[src/rtl/mem_arbiter_pkg.sv]
// Shared constants and types for the scratch-memory arbiter.
//   MEMORY_ADDR_BITS : default memory address width
//   mem_mode_e       : encodings driven onto the memory mode pin
//   arb_state_e      : arbiter sequencing states
//   port_e           : requester identity (A = stack engine, B = host/debug loader)
package mem_arbiter_pkg;

  localparam int unsigned MEMORY_ADDR_BITS = 4;

  typedef enum logic [1:0] {
    MODE_IDLE  = 2'd0,
    MODE_READ  = 2'd1,
    MODE_WRITE = 2'd2,
    MODE_CLEAR = 2'd3
  } mem_mode_e;

  typedef enum logic [1:0] {
    ST_IDLE  = 2'd0,
    ST_ISSUE = 2'd1,
    ST_RDATA = 2'd2
  } arb_state_e;

  typedef enum logic {
    PORT_A = 1'b0,
    PORT_B = 1'b1
  } port_e;

endpackage

[src/rtl/mem_arb_pick.sv]
// Combinational two-way picker for the scratch-memory arbiter.
//   req_a, req_b : pending requests
//   rr_last      : port granted most recently
//   pick         : port to grant (only meaningful when a request is pending)
// Build option: MEM_ARB_FIXED_PRIORITY_EN makes A always win a tie and
// ignores rr_last; by default ties alternate round-robin.
module mem_arb_pick
  import mem_arbiter_pkg::*;
(
  input  logic  req_a,
  input  logic  req_b,
  input  port_e rr_last,
  output port_e pick
);

  always_comb begin
    pick = PORT_A;
`ifdef MEM_ARB_FIXED_PRIORITY_EN
    if (!req_a && req_b) pick = PORT_B;
`else
    if (req_a && req_b) pick = (rr_last == PORT_A) ? PORT_B : PORT_A;
    else if (req_b)     pick = PORT_B;
`endif
  end

endmodule

[src/rtl/mem_arbiter.sv]
// Arbiter sharing the single-port scratch memory between port A (stack
// engine) and port B (host/debug loader), plus whole-memory clears.
// Ports:
//   clk, rst                      clock, asynchronous active-high reset
//   a_/b_ req,we,addr,wdata       access requests (held until gnt)
//   a_/b_ gnt                     one-cycle accept pulse
//   a_/b_ rvalid, rdata           read return (rdata passes mem_rdata through)
//   clear_req / clear_done        full-memory clear request / issue pulse
//   busy                          arbiter not in IDLE
//   mem_mode/addr/wdata, mem_rdata  memory pins
// Build option: MEM_ARB_FIXED_PRIORITY_EN (see mem_arb_pick) selects fixed
// A-over-B priority instead of round-robin. Clear always wins.
module mem_arbiter
  import mem_arbiter_pkg::*;
#(
  parameter int unsigned ADDR_BITS = MEMORY_ADDR_BITS,
  parameter int unsigned DATA_BITS = 4
) (
  input  logic                 clk,
  input  logic                 rst,
  input  logic                 a_req,
  input  logic                 a_we,
  input  logic [ADDR_BITS-1:0] a_addr,
  input  logic [DATA_BITS-1:0] a_wdata,
  output logic                 a_gnt,
  output logic                 a_rvalid,
  input  logic                 b_req,
  input  logic                 b_we,
  input  logic [ADDR_BITS-1:0] b_addr,
  input  logic [DATA_BITS-1:0] b_wdata,
  output logic                 b_gnt,
  output logic                 b_rvalid,
  output logic [DATA_BITS-1:0] rdata,
  input  logic                 clear_req,
  output logic                 clear_done,
  output logic                 busy,
  output logic [1:0]           mem_mode,
  output logic [ADDR_BITS-1:0] mem_addr,
  output logic [DATA_BITS-1:0] mem_wdata,
  input  logic [DATA_BITS-1:0] mem_rdata
);

  arb_state_e           state_q, state_d;
  mem_mode_e            mode_q, mode_d;
  logic [ADDR_BITS-1:0] addr_q, addr_d;
  logic [DATA_BITS-1:0] wdata_q, wdata_d;
  logic                 a_gnt_q, a_gnt_d, b_gnt_q, b_gnt_d;
  logic                 a_rvalid_q, a_rvalid_d, b_rvalid_q, b_rvalid_d;
  logic                 clear_done_q, clear_done_d;
  logic                 busy_q, busy_d;
  port_e                rr_last_q, rr_last_d;
  logic                 rd_pend_q, rd_pend_d;   // issued command is a read
  port_e                rd_port_q, rd_port_d;   // port owning that read
  port_e                pick;

  mem_arb_pick u_pick (
    .req_a   (a_req),
    .req_b   (b_req),
    .rr_last (rr_last_q),
    .pick    (pick)
  );

  always_comb begin
    state_d      = state_q;
    mode_d       = MODE_IDLE;
    addr_d       = addr_q;
    wdata_d      = wdata_q;
    a_gnt_d      = 1'b0;
    b_gnt_d      = 1'b0;
    a_rvalid_d   = 1'b0;
    b_rvalid_d   = 1'b0;
    clear_done_d = 1'b0;
    rr_last_d    = rr_last_q;
    rd_pend_d    = rd_pend_q;
    rd_port_d    = rd_port_q;

    case (state_q)
      ST_IDLE: begin
        if (clear_req) begin
          mode_d       = MODE_CLEAR;
          clear_done_d = 1'b1;
          rd_pend_d    = 1'b0;
          state_d      = ST_ISSUE;
        end else if (a_req || b_req) begin
          if (pick == PORT_A) begin
            addr_d    = a_addr;
            wdata_d   = a_wdata;
            mode_d    = a_we ? MODE_WRITE : MODE_READ;
            rd_pend_d = !a_we;
            a_gnt_d   = 1'b1;
          end else begin
            addr_d    = b_addr;
            wdata_d   = b_wdata;
            mode_d    = b_we ? MODE_WRITE : MODE_READ;
            rd_pend_d = !b_we;
            b_gnt_d   = 1'b1;
          end
          rd_port_d = pick;
          rr_last_d = pick;
          state_d   = ST_ISSUE;
        end
      end
      ST_ISSUE: begin
        // Memory executes at the end of this cycle; a read's data appears
        // on mem_rdata next cycle, so the strobe is raised alongside it.
        if (rd_pend_q) begin
          a_rvalid_d = (rd_port_q == PORT_A);
          b_rvalid_d = (rd_port_q == PORT_B);
          state_d    = ST_RDATA;
        end else begin
          state_d = ST_IDLE;
        end
      end
      ST_RDATA: state_d = ST_IDLE;
      default:  state_d = ST_IDLE;
    endcase

    busy_d = (state_d != ST_IDLE);
  end

  always_ff @(posedge clk or posedge rst) begin
    if (rst) begin
      state_q      <= ST_IDLE;
      mode_q       <= MODE_IDLE;
      addr_q       <= '0;
      wdata_q      <= '0;
      a_gnt_q      <= 1'b0;
      b_gnt_q      <= 1'b0;
      a_rvalid_q   <= 1'b0;
      b_rvalid_q   <= 1'b0;
      clear_done_q <= 1'b0;
      busy_q       <= 1'b0;
      rr_last_q    <= PORT_B;
      rd_pend_q    <= 1'b0;
      rd_port_q    <= PORT_A;
    end else begin
      state_q      <= state_d;
      mode_q       <= mode_d;
      addr_q       <= addr_d;
      wdata_q      <= wdata_d;
      a_gnt_q      <= a_gnt_d;
      b_gnt_q      <= b_gnt_d;
      a_rvalid_q   <= a_rvalid_d;
      b_rvalid_q   <= b_rvalid_d;
      clear_done_q <= clear_done_d;
      busy_q       <= busy_d;
      rr_last_q    <= rr_last_d;
      rd_pend_q    <= rd_pend_d;
      rd_port_q    <= rd_port_d;
    end
  end

  assign a_gnt      = a_gnt_q;
  assign b_gnt      = b_gnt_q;
  assign a_rvalid   = a_rvalid_q;
  assign b_rvalid   = b_rvalid_q;
  assign clear_done = clear_done_q;
  assign busy       = busy_q;
  assign mem_mode   = mode_q;
  assign mem_addr   = addr_q;
  assign mem_wdata  = wdata_q;
  assign rdata      = mem_rdata;

endmodule
[config.mk]
export PLATFORM = sky130hd
export DESIGN_NAME = mem_arbiter
export DESIGN_NICKNAME = d
export VERILOG_FILES = /design/src/rtl/mem_arbiter_pkg.sv /design/src/rtl/mem_arb_pick.sv /design/src/rtl/mem_arbiter.sv
export SDC_FILE = /design/constraint.sdc
export NUM_CORES = 1
export LEC_CHECK = 0
export BUFFER_PORTS_ARGS = -buffer_cell sky130_fd_sc_hd__buf_2
export CAP_MARGIN = 40
export CORE_UTILIZATION = 44
export DETAILED_ROUTE_END_ITERATION = 8
export GPL_TIMING_DRIVEN = 0
export PLACE_DENSITY_LB_ADDON = 0.08
export SKIP_CTS_REPAIR_TIMING = 1
export SLEW_MARGIN = 20
export SYNTH_ARGS = -nofsm -noshare
export SYNTH_HDL_FRONTEND = slang
export SYNTH_HIERARCHICAL = 1
export SYNTH_SLANG_ARGS = --single-unit
export TNS_END_PERCENT = 20
[constraint.sdc]
create_clock -name clk -period 2 [get_ports clk]
set_input_delay 0.4 -clock clk [delete_from_list [all_inputs] [get_ports clk]]
set_output_delay 0.4 -clock clk [all_outputs]
set_load 0.01 [all_outputs]
* Word-level counts from Yosys, hierarchy flattened
Index checks and enable logic that the tools add are counted.
Widths: inputs -> output; s select.
** Storage, ports and cells
- Output and inout bits :: 20
- Register bits after elaboration :: 21
- Input bits :: 27
** Cells by class
- Muxes and demuxes :: 32
- Reduce and logical (&&, ||, !) cells :: 9
- Bitwise operators :: 2
- Equality and inequality tests :: 1
** Operators with widths (number)
- $mux 1 :: 20
- $mux 2 :: 9
- $mux 4 :: 2
- $pmux 2 s2 :: 1
- $reduce_bool 2->1 :: 2
- $reduce_and 3->1 :: 1
- $eq 2x1->1 const B :: 1
- $logic_not 1->1 :: 2
- $logic_not 2->1 :: 1
- $not 1->1 :: 2
- $reduce_and 2->1 :: 1
- $logic_and 1x1->1 :: 1
- $logic_or 1x1->1 :: 1

* Longest topological paths before layout
Gate-level depths: netlist of run 1.
- Word-level depth :: 6
- Mapped depth :: 4
- Depth with buffers taken out :: 4

* By module
Netlist of run 1, hierarchy kept.
** Modules (own cells, without submodules)
- mem_arbiter :: sequential area each 526.8 µm², area an instance 967.2 µm², cells each 66, instances 1
- mem_arb_pick :: sequential area each 0.0 µm², area an instance 11.3 µm², cells each 1, instances 1

* Worst setup path after synthesis of run 1
OpenSTA, ideal clock, no wires.
- Kind :: input to register
- From :: in b_req
- To :: reg addr_q[0], in the netlist mem_addr[0]
- Data arrival time :: 1.347 ns
- Stages on the path :: 4
- Setup slack :: 0.528 ns
- Data required time :: 1.875 ns
- Library setup time :: 0.125 ns
- Cell sequence :: a21boi_2 -> buf_6 -> mux2_4 -> mux2_4
** Between the ends
- Longest elaborated chain between the ends :: 3
- Elaborated cells between the ends (all ways) :: 6
** RTL lines
- from (decl) :: line mem_arbiter.sv:27 : input logic b_req,
- $mux 1 / $logic_and 1x1->1 (equally long branches) :: line mem_arb_pick.sv:22, mem_arb_pick.sv:21
- $mux 1 :: line mem_arb_pick.sv:21 : if (req_a && req_b) pick = (rr_last == PORT_A) ? PORT_B : PORT_A;
- $mux 4 :: line mem_arbiter.sv:85 : if (pick == PORT_A) begin
- to (signal assigned) :: line mem_arbiter.sv:139 : addr_q <= addr_d;
- to (decl) :: line mem_arbiter.sv:45 : logic [ADDR_BITS-1:0] addr_q, addr_d;
Several ways; a longest one is shown, not always the timed one.
A chain may end at the register's enable or synchronous reset.

* Worst setup path in the final report of run 1
- From :: reg rr_last_q
- To :: reg wdata_q[1], in the netlist mem_wdata[1]
** Between the ends
- Longest elaborated chain between the ends :: 3
** RTL lines
- from (decl) :: line mem_arbiter.sv:51 : port_e rr_last_q, rr_last_d;
- from (signal assigned) :: line mem_arbiter.sv:147 : rr_last_q <= rr_last_d;
- $mux 1 (2 in series) :: line mem_arb_pick.sv:21
- named net pick :: line mem_arbiter.sv:54 : port_e pick;
- $mux 4 :: line mem_arbiter.sv:85
- to (signal assigned) :: line mem_arbiter.sv:140 : wdata_q <= wdata_d;
- to (decl) :: line mem_arbiter.sv:46 : logic [DATA_BITS-1:0] wdata_q, wdata_d;
The timed path passes the listed nets, and every way through them passes these cells.

==> results of run 1 <==
per-stage QoR:
step / worst slack (ns) / cells / total power [W] / instance area (µm²) / hold WS [ns]
after floorplan: 0.528 / 67 / 0.00115 / 978 / 0.376
after global routing: 0.391 / 141 / 0.00165 / 1260 / 0.0687
after global placement: 0.344 / 136 / 0.00134 / 1220 / 0.440
after CTS: 0.465 / 140 / 0.00156 / 1250 / 0.248
after detailed placement: 0.327 / 136 / 0.00136 / 1220 / 0.462
final: 0.483 / 141 / 0.00154 / 1260 / 0.0602
state kept, by name, summed over array words and instances (netlist names), 2 cells and up:
name	flops
state_q	2
mem_mode	2
mem_wdata	4
mem_addr	4
area by class of cell:
type	instances	area (µm²)	share of cell area (%)
sequential	21	527	41.8
multi-input combinational	36	384	30.5
timing repair buffer	43	221	17.6
buffer	6	52.6	4.17
tap	27	33.8	2.68
clock buffer	3	22.5	1.79
inverter	4	15.0	1.19
clock inverter	1	5.00	0.397
final timing paths:
check | startpoint | end
hold / removal | rst | mem_wdata[2]$_DFFE_PP0P_
setup reg to reg | rr_last_q$_DFFE_PP1P_ | mem_wdata[1]$_DFFE_PP0P_
setup / recovery | rr_last_q$_DFFE_PP1P_ | mem_wdata[1]$_DFFE_PP0P_
max in group asynchronous | rst | rr_last_q$_DFFE_PP1P_
hold reg to reg | rd_port_q$_DFFE_PP0P_ | a_rvalid$_DFF_PP0_
min in group clk | clear_req | mem_mode[0]$_DFF_PP0_
worst max-delay path, delay by kind of cell (launching register included):
| kind | cells | cell delay (ns) |
|---|---|---|
| AOI/OAI and AO/OA | 1 | 0.25 |
| buffers and inverters | 1 | 0.21 |
| DFF | 1 | 0.39 |
| muxes | 2 | 0.57 |
metal layers:
layer | vias to the layer above | GRT usage [%] | wire (µm)
met5 | - | 0 | 0
met4 | 0 | 5.88 | 0
met3 | 0 | 3.74 | 98
met2 | 27 | 26.3 | 793
met1 | 295 | 17.4 | 655
li1 | 316 | - | -
cells in the final DEF, fill, tap and decap left out:
| cell | n |
|---|---|
| a21boi_2 | 1 |
| a21oi_1 | 1 |
| and2_1 | 2 |
| buf_2 | 42 |
| buf_4 | 4 |
| buf_6 | 3 |
| clkbuf_4 | 3 |
| clkinv_2 | 1 |
| dfrtp_1 | 20 |
| dfstp_2 | 1 |
| inv_1 | 4 |
| mux2_2 | 6 |
| mux2_4 | 13 |
| nand2_1 | 1 |
| nand3b_1 | 1 |
| nand3b_4 | 1 |
| nor2_1 | 3 |
| nor2_4 | 1 |
| nor2b_1 | 1 |
| nor3_1 | 1 |
| o21a_1 | 1 |
| o21ai_0 | 1 |
| o2bb2ai_1 | 1 |
| or2_1 | 1 |
Yosys cell counts:
library cell | instances | area share, %
nand2_1 | 1 | 0.38
buf_6 | 2 | 2.3
a21oi_1 | 1 | 0.51
nor2b_1 | 1 | 0.64
nand3b_4 | 1 | 2.0
inv_1 | 4 | 1.5
o21a_1 | 1 | 0.77
dfrtp_1 | 20 | 51
and2_1 | 2 | 1.3
nor2_4 | 1 | 1.2
mux2_4 | 13 | 20
or2_1 | 1 | 0.64
mux2_2 | 6 | 6.9
nor3_1 | 1 | 0.51
dfstp_2 | 1 | 2.7
o21ai_0 | 1 | 0.51
buf_4 | 4 | 3.1
nor2_1 | 3 | 1.2
nand3b_1 | 1 | 0.77
a21boi_2 | 1 | 1.2
o2bb2ai_1 | 1 | 0.90
cell families (layout without fill, tap and decap cells):
| family | Yosys count | after routing |
|---|---|---|
| buf+inv | 10 | 57 |
| simple gates | 12 | 12 |
| flops | 21 | 21 |
| compound gates | 5 | 5 |
| mux | 19 | 19 |
where the power goes:
| part | internal, W | total, W | switching, W |
|---|---|---|---|
| Sequential | 0.000610 | 0.000696 | 0.0000867 |
| Clock | 0.0000744 | 0.000198 | 0.000124 |
| Combinational | 0.000367 | 0.000641 | 0.000274 |
| Total | 0.00105 | 0.00154 | 0.000484 |
==> run summary, run 1 <==
The tools report the level count of the clock H-tree as 1. Detailed placement finished with a half-perimeter wire length of 1200 µm. For this run, design rule violations remaining after detail routing come to 0. For the post-detailed-route count of antenna-violating nets, the log shows 0. Setup violations remaining at the end of the flow were counted as 0. Entering global routing, the biggest net connects 22 pins. The final critical path time including I/O delays and setup was 1.52 ns; the fraction of the mapped netlist area in simple logic gates was 8.57%. The repair_antennas step left the layout with diodes totalling 0. Buffers placed on the I/O ports in this run total 42.

The tree built by TritonCTS fans out to 21 sinks. Measured against the total synthesized area, the mux share comes to 26.9%. STA classifies the critical path endpoint as a register.

After global routing the overflow that remains totals 0. The most numerous cell type found on the critical path is mux2_4. The number of cells on the worst reg-to-reg path is 4. The run gives 0 as the max-slew violation total from the final report. The worst path uses 75.8% of the clock period.

The number of global-route vias before repair was 650. The global-route total usage across every layer is 15.0%, and the DRC marker count from the first detailed-route iteration is 0. In this run the count of I/O pins placed on the die edge is 47.

The tools report the aggregate negative setup slack as 0 ns. TritonCTS built the clock tree. Dividing the detail-routed via count by the number of cells gives 4.52.

The first global-routing pass estimated 2740 µm of wire. The XOR/XNOR share of the synthesized area works out to 0%. Routability-driven placement finished with a final weighted congestion of 0.733. Data on the critical path is required at its endpoint by 2.19 ns. The fraction of the mapped netlist area in compound gates is 3.84%. The combinational family with the most area after synthesis was multiplexers. The worst min-delay path class was input pin to async pin. The logs give 3 for the total CTS buffers and 21 for the number of distinct library cells after synthesis.

The clock passes through at most 2 buffers. The average instance in the mapped netlist occupies 14.6 µm². At the end of the flow the core is filled with cells to 62.4%.

The number of optimization iterations in the first detailed-route pass was 1. Initial antenna violation count: 0. The setup check on the worst reg-to-reg path leaves a slack of 0.48 ns. The tool flagged a number of max-cap violations equal to 0. By startpoint and endpoint, the worst setup path is classified as register to register.

In the final routed layout, each cell accounts on average for 11.0 µm. The kind of start point of the critical path is a register. Cell with the largest stage delay on the worst path: dfstp_2. Traced cell by cell, the critical path runs through a21boi_2 > buf_6 > mux2_4 > mux2_4.

The clock network latency to the later pin of the worst-skew pair came out at 0.29 ns. The die is 49.2 µm wide. Setup repair after global routing left no endpoint under its margin. The logs give 16 for the standard-cell row count and 53.8% for the share of synthesized area occupied by flip-flops and latches.

The floorplan step defined a die boundary enclosing 2420 µm². The core region area was 2020 µm²; the transition at the pin with the smallest max-transition slack was 0.394 ns. The number of hold-slack violations in the final timing report was 0; the highest clock frequency the design can meet was 659 MHz. The total of fill cells in the finished design was 173. The net count of the finished layout is 142. The cell at the root of the clock tree is clkbuf_4. The gate count after technology mapping is 67, and the total power per unit cell area is 1220 nW/µm².

On the worst path, the slowest cell contributes a delay of 0.39 ns. In the final layout, the share of cells above drive strength 1 is 66.7%. The synthesized netlist devotes 0% of its cell area to adder and majority cells. VDD sags by at most 0.679 mV. The tools report the data arrival time of the critical path as 1.71 ns.

The run finished with clean final reports. Of all nets on the critical path, the largest fanout is 10. Measured against its own limit, the worst slew margin works out to 73.7%. The worst clock skew was 0.00276 ns. Compared with the post-synthesis result, the final layout area differs by 28.9%. The leakage power was 0.698 nW; the synthesized area was 978 µm². The routed via count is 638, and the die extent in y is 49.2 µm. The synthesized flop and latch total is 21. The clock transition at the registers of the reported paths was 0.12 ns. Once the floorplan was initialized, standard cells occupied 48.4% of the core. Number of warnings issued by yosys: 6. The logs give 94 for the post-synth net total and 1550 µm for the sum of routed wire length over all layers.
(Power assumes the default switching activity.)
==> inputs of run 2 (changes only) <==
==> constraint.sdc (replaced) <==
create_clock -name clk -period 1.5 [get_ports clk]
set_input_delay 0.3 -clock clk [delete_from_list [all_inputs] [get_ports clk]]
set_output_delay 0.3 -clock clk [all_outputs]
set_load 0.01 [all_outputs]
==> run 2 against run 1 <==
Against the previous run:
- die area did not move
- setup slack got worse by 0.44 ns
- register-to-register slack worse by 0.44 ns
- global-route usage unchanged
- clock power rose by 33%
- first-iteration DRC count up 3
- flip-flop and latch count is the same
- power increased by 35%
- routed wire length rose by 4.8%
- largest power group unchanged
==> run summary, run 2 (same netlist as run 1, synthesis figures left out) <==
Overall die width: 49.2 µm (unchanged). The worst clock skew is 0.00158 ns (-0.00118 ns), and the longest individual stage delay on the worst path is 0.58 ns (+0.19 ns). The initial antenna violation count came out at 0 (unchanged). The largest fanout of any net on the critical path was 10 (unchanged); the core region area was 2020 µm² (unchanged).

The run gives 0 (unchanged) as the max-slew violation total from the final report. The combined flip-flop and latch cell area is 527 µm² (unchanged), and the die extent in y is 49.2 µm (unchanged). The tools report the standard-cell row count as 16 (unchanged). The clock transition at the registers of the reported paths is 0.11 ns (about the same), and the number of global-route vias before repair is 650 (unchanged). Pre-CTS setup slack: -0.0729 ns (-0.400 ns). The sink count of the clock tree came out at 21 (unchanged). The number of optimization iterations in the first detailed-route pass is 4 (+3). The detailed-route wire length per cell is 11.3 µm (+3.3%), and the number of max-cap violations is 0 (unchanged). The logs give 392 µm² (+2.0%) for the total area of multi-input combinational cells and 47 (unchanged) for the boundary pin count. The post-route DRC violation count is 0 (unchanged), and the fraction of final layout cells sized beyond drive strength 1 is 66.4% (-0.29 points). The worst setup path is launched from a register. The flow ran to the end, and the final reports show no timing, DRC or antenna violations. In the layout the commonest cells are buf_2, dfrtp_1, mux2_4. For the post-DP HPWL, the log shows 1200 µm (unchanged). Compared with the post-synthesis result, the final layout area differs by 31.8%. The dominant cell type by count on the critical path is mux2_4.

The number of antenna repair diodes came out at 0 (unchanged). For the total placed cells including tap cells, the log shows 136 (unchanged). The setup path with the least slack is of type register to register. In this run the worst setup path begins at rr_last_q$_DFFE_PP1P_. The tree is rooted in a clkbuf_4. The total of fill cells in the finished design came out at 170 (-1.7%). For the data arrival time of the critical path, the log shows 1.65 ns (-0.06 ns). The cell with the largest stage delay on the worst path was dfstp_2. The required time at the worst-slack endpoint was 1.69 ns (-0.50 ns). The total of endpoints with negative setup slack in the final report came out at 0 (unchanged). The count of port buffers added during placement was 42 (unchanged); the transition at the pin with the smallest max-transition slack was 0.389 ns (-0.00439 ns).

Worst reg-to-reg setup slack: 0.05 ns (-0.44 ns). The min-delay analysis places its worst path in the category input pin to register. Routed via count: 652 (+2.2%).

The total die area is 2420 µm² (unchanged). The level count of the clock H-tree was 1 (unchanged). Final critical-path setup slack: 0.0458 ns (-0.438 ns). The post-detailed-route via-to-cell ratio is 4.56 (+0.77%). The critical path goes through a21boi_4 > buf_8 > mux2_4 > mux2_4.

The tools report the DRC marker count from the first detailed-route iteration as 3 (+3). The most critical setup path has its endpoint at mem_wdata[1]$_DFFE_PP0P_. Startpoint of the lowest-slack register-to-register path: rr_last_q$_DFFE_PP1P_. The logs give 15.0% (unchanged) for the global-route total usage across every layer and 0.00208 W (+35%) for the post-route total power.

The non-filler instance count after layout came out at 143 (+1.4%). TritonCTS built the clock tree. Number of hold-slack violations in the final timing report: 0 (unchanged). The total overflow reported by the global router is 0 (unchanged).

The worst setup path is captured at a register. The post-detailed-route count of antenna-violating nets was 0 (unchanged). The run gives 1290 µm² (+2.3%) as the design area.

Final cycle utilization of the critical path: 96.9% (+21 points). Sum of routed wire length over all layers: 1620 µm (+4.8%). The wire length of the first global-routing pass came out at 2740 µm (unchanged). The final critical path time including I/O delays and setup came out at 1.45 ns (-0.0623 ns). The tools report the post-layout net count as 144 (+1.4%). In this run the critical register-to-register path is captured at mem_wdata[1]$_DFFE_PP0P_.

The largest buffer count on any clock path is 2 (unchanged). Total CTS buffers: 3 (unchanged). The worst reg-to-reg path cell count came out at 4 (unchanged). The tools report the initial core utilization as 48.4% (unchanged). The tools report the maximum resistive drop on vdd as 0.856 mV (+26%).

Leaving out fill and tap cells, the most frequent cell in the layout is buf_2. For the area after detailed placement, the log shows 1220 µm² (unchanged). The logs give 0.733 (unchanged) for the last weighted congestion value of the routability-driven placer and 0.713 nW (+2.2%) for the leakage power. The total power per unit cell area was 1610 nW/µm² (+32%); the clock network latency to the later pin of the worst-skew pair was 0.29 ns (about the same). The run gives 74.0% (+0.29 points) as the worst slew margin relative to its limit. Setup repair after global routing left no endpoint under its margin. The run gives 22 (unchanged) as the largest net degree at the start of global routing. Highest clock frequency the design can meet: 688 MHz (+4.3%).
## run 2: changes by cell type in the layout (fill, tap and decap cells not counted)
cell / delta
a21boi_2: -1
a21boi_4: +1
buf_4: +1
buf_6: -1
buf_8: +1
dlygate4sd3_1: +1
## run 2: metrics by stage
stage,hold slack (ns),setup TNS [ns],util [%]
floorplan,0.276,0,-
global placement,0.440,-0.312,60.5
detailed placement,0.462,-0.398,60.5
CTS,0.148,-0.153,61.8
global route,0.268,0,63.8
finish,0.273,0,63.8
## run 2: worst min path at each step
stage,from,end,cells after the start
2_1_floorplan,rst,a_gnt$_DFF_PP0_,1
4_1_cts,rst,mem_wdata[2]$_DFFE_PP0P_,2
3_5_place_dp,rd_port_q$_DFFE_PP0P_,a_rvalid$_DFF_PP0_,1
3_3_place_gp,rd_port_q$_DFFE_PP0P_,a_rvalid$_DFF_PP0_,1
6_report,clear_req,mem_mode[0]$_DFF_PP0_,2
5_1_grt,clear_req,mem_mode[0]$_DFF_PP0_,2
## run 2: metal layers
layer | vias up | share of wire (%) | track usage [%] | routed length [µm]
li1 | 320 | - | - | -
met1 | 305 | 43 | 17.4 | 699
met2 | 27 | 51 | 26.3 | 826
met3 | 0 | 5.9 | 3.74 | 95
met4 | 0 | 0 | 5.88 | 0
met5 | - | 0 | 0 | 0
## run 2: worst max-delay path: cells and delay by family, from the launching register on
kind,cells,cell delay (ns)
compound gates,1,0.07
buf+inv,1,0.15
flops,1,0.58
mux,2,0.55
## run 2: area by class of cell
type / count / share of cell area, %
clock inverter: 1 / 0.388
buffer: 6 / 4.36
tap: 27 / 2.62
sequential: 21 / 40.8
multi-input combinational: 36 / 30.4
clock buffer: 3 / 1.75
timing repair buffer: 45 / 18.5
inverter: 4 / 1.16
## run 2: report_power, final
part	switching, W	internal [W]
combinational	0.000373	0.000505
clock	0.000164	0.0000991
sequential	0.000123	0.000813
total	0.000660	0.00142
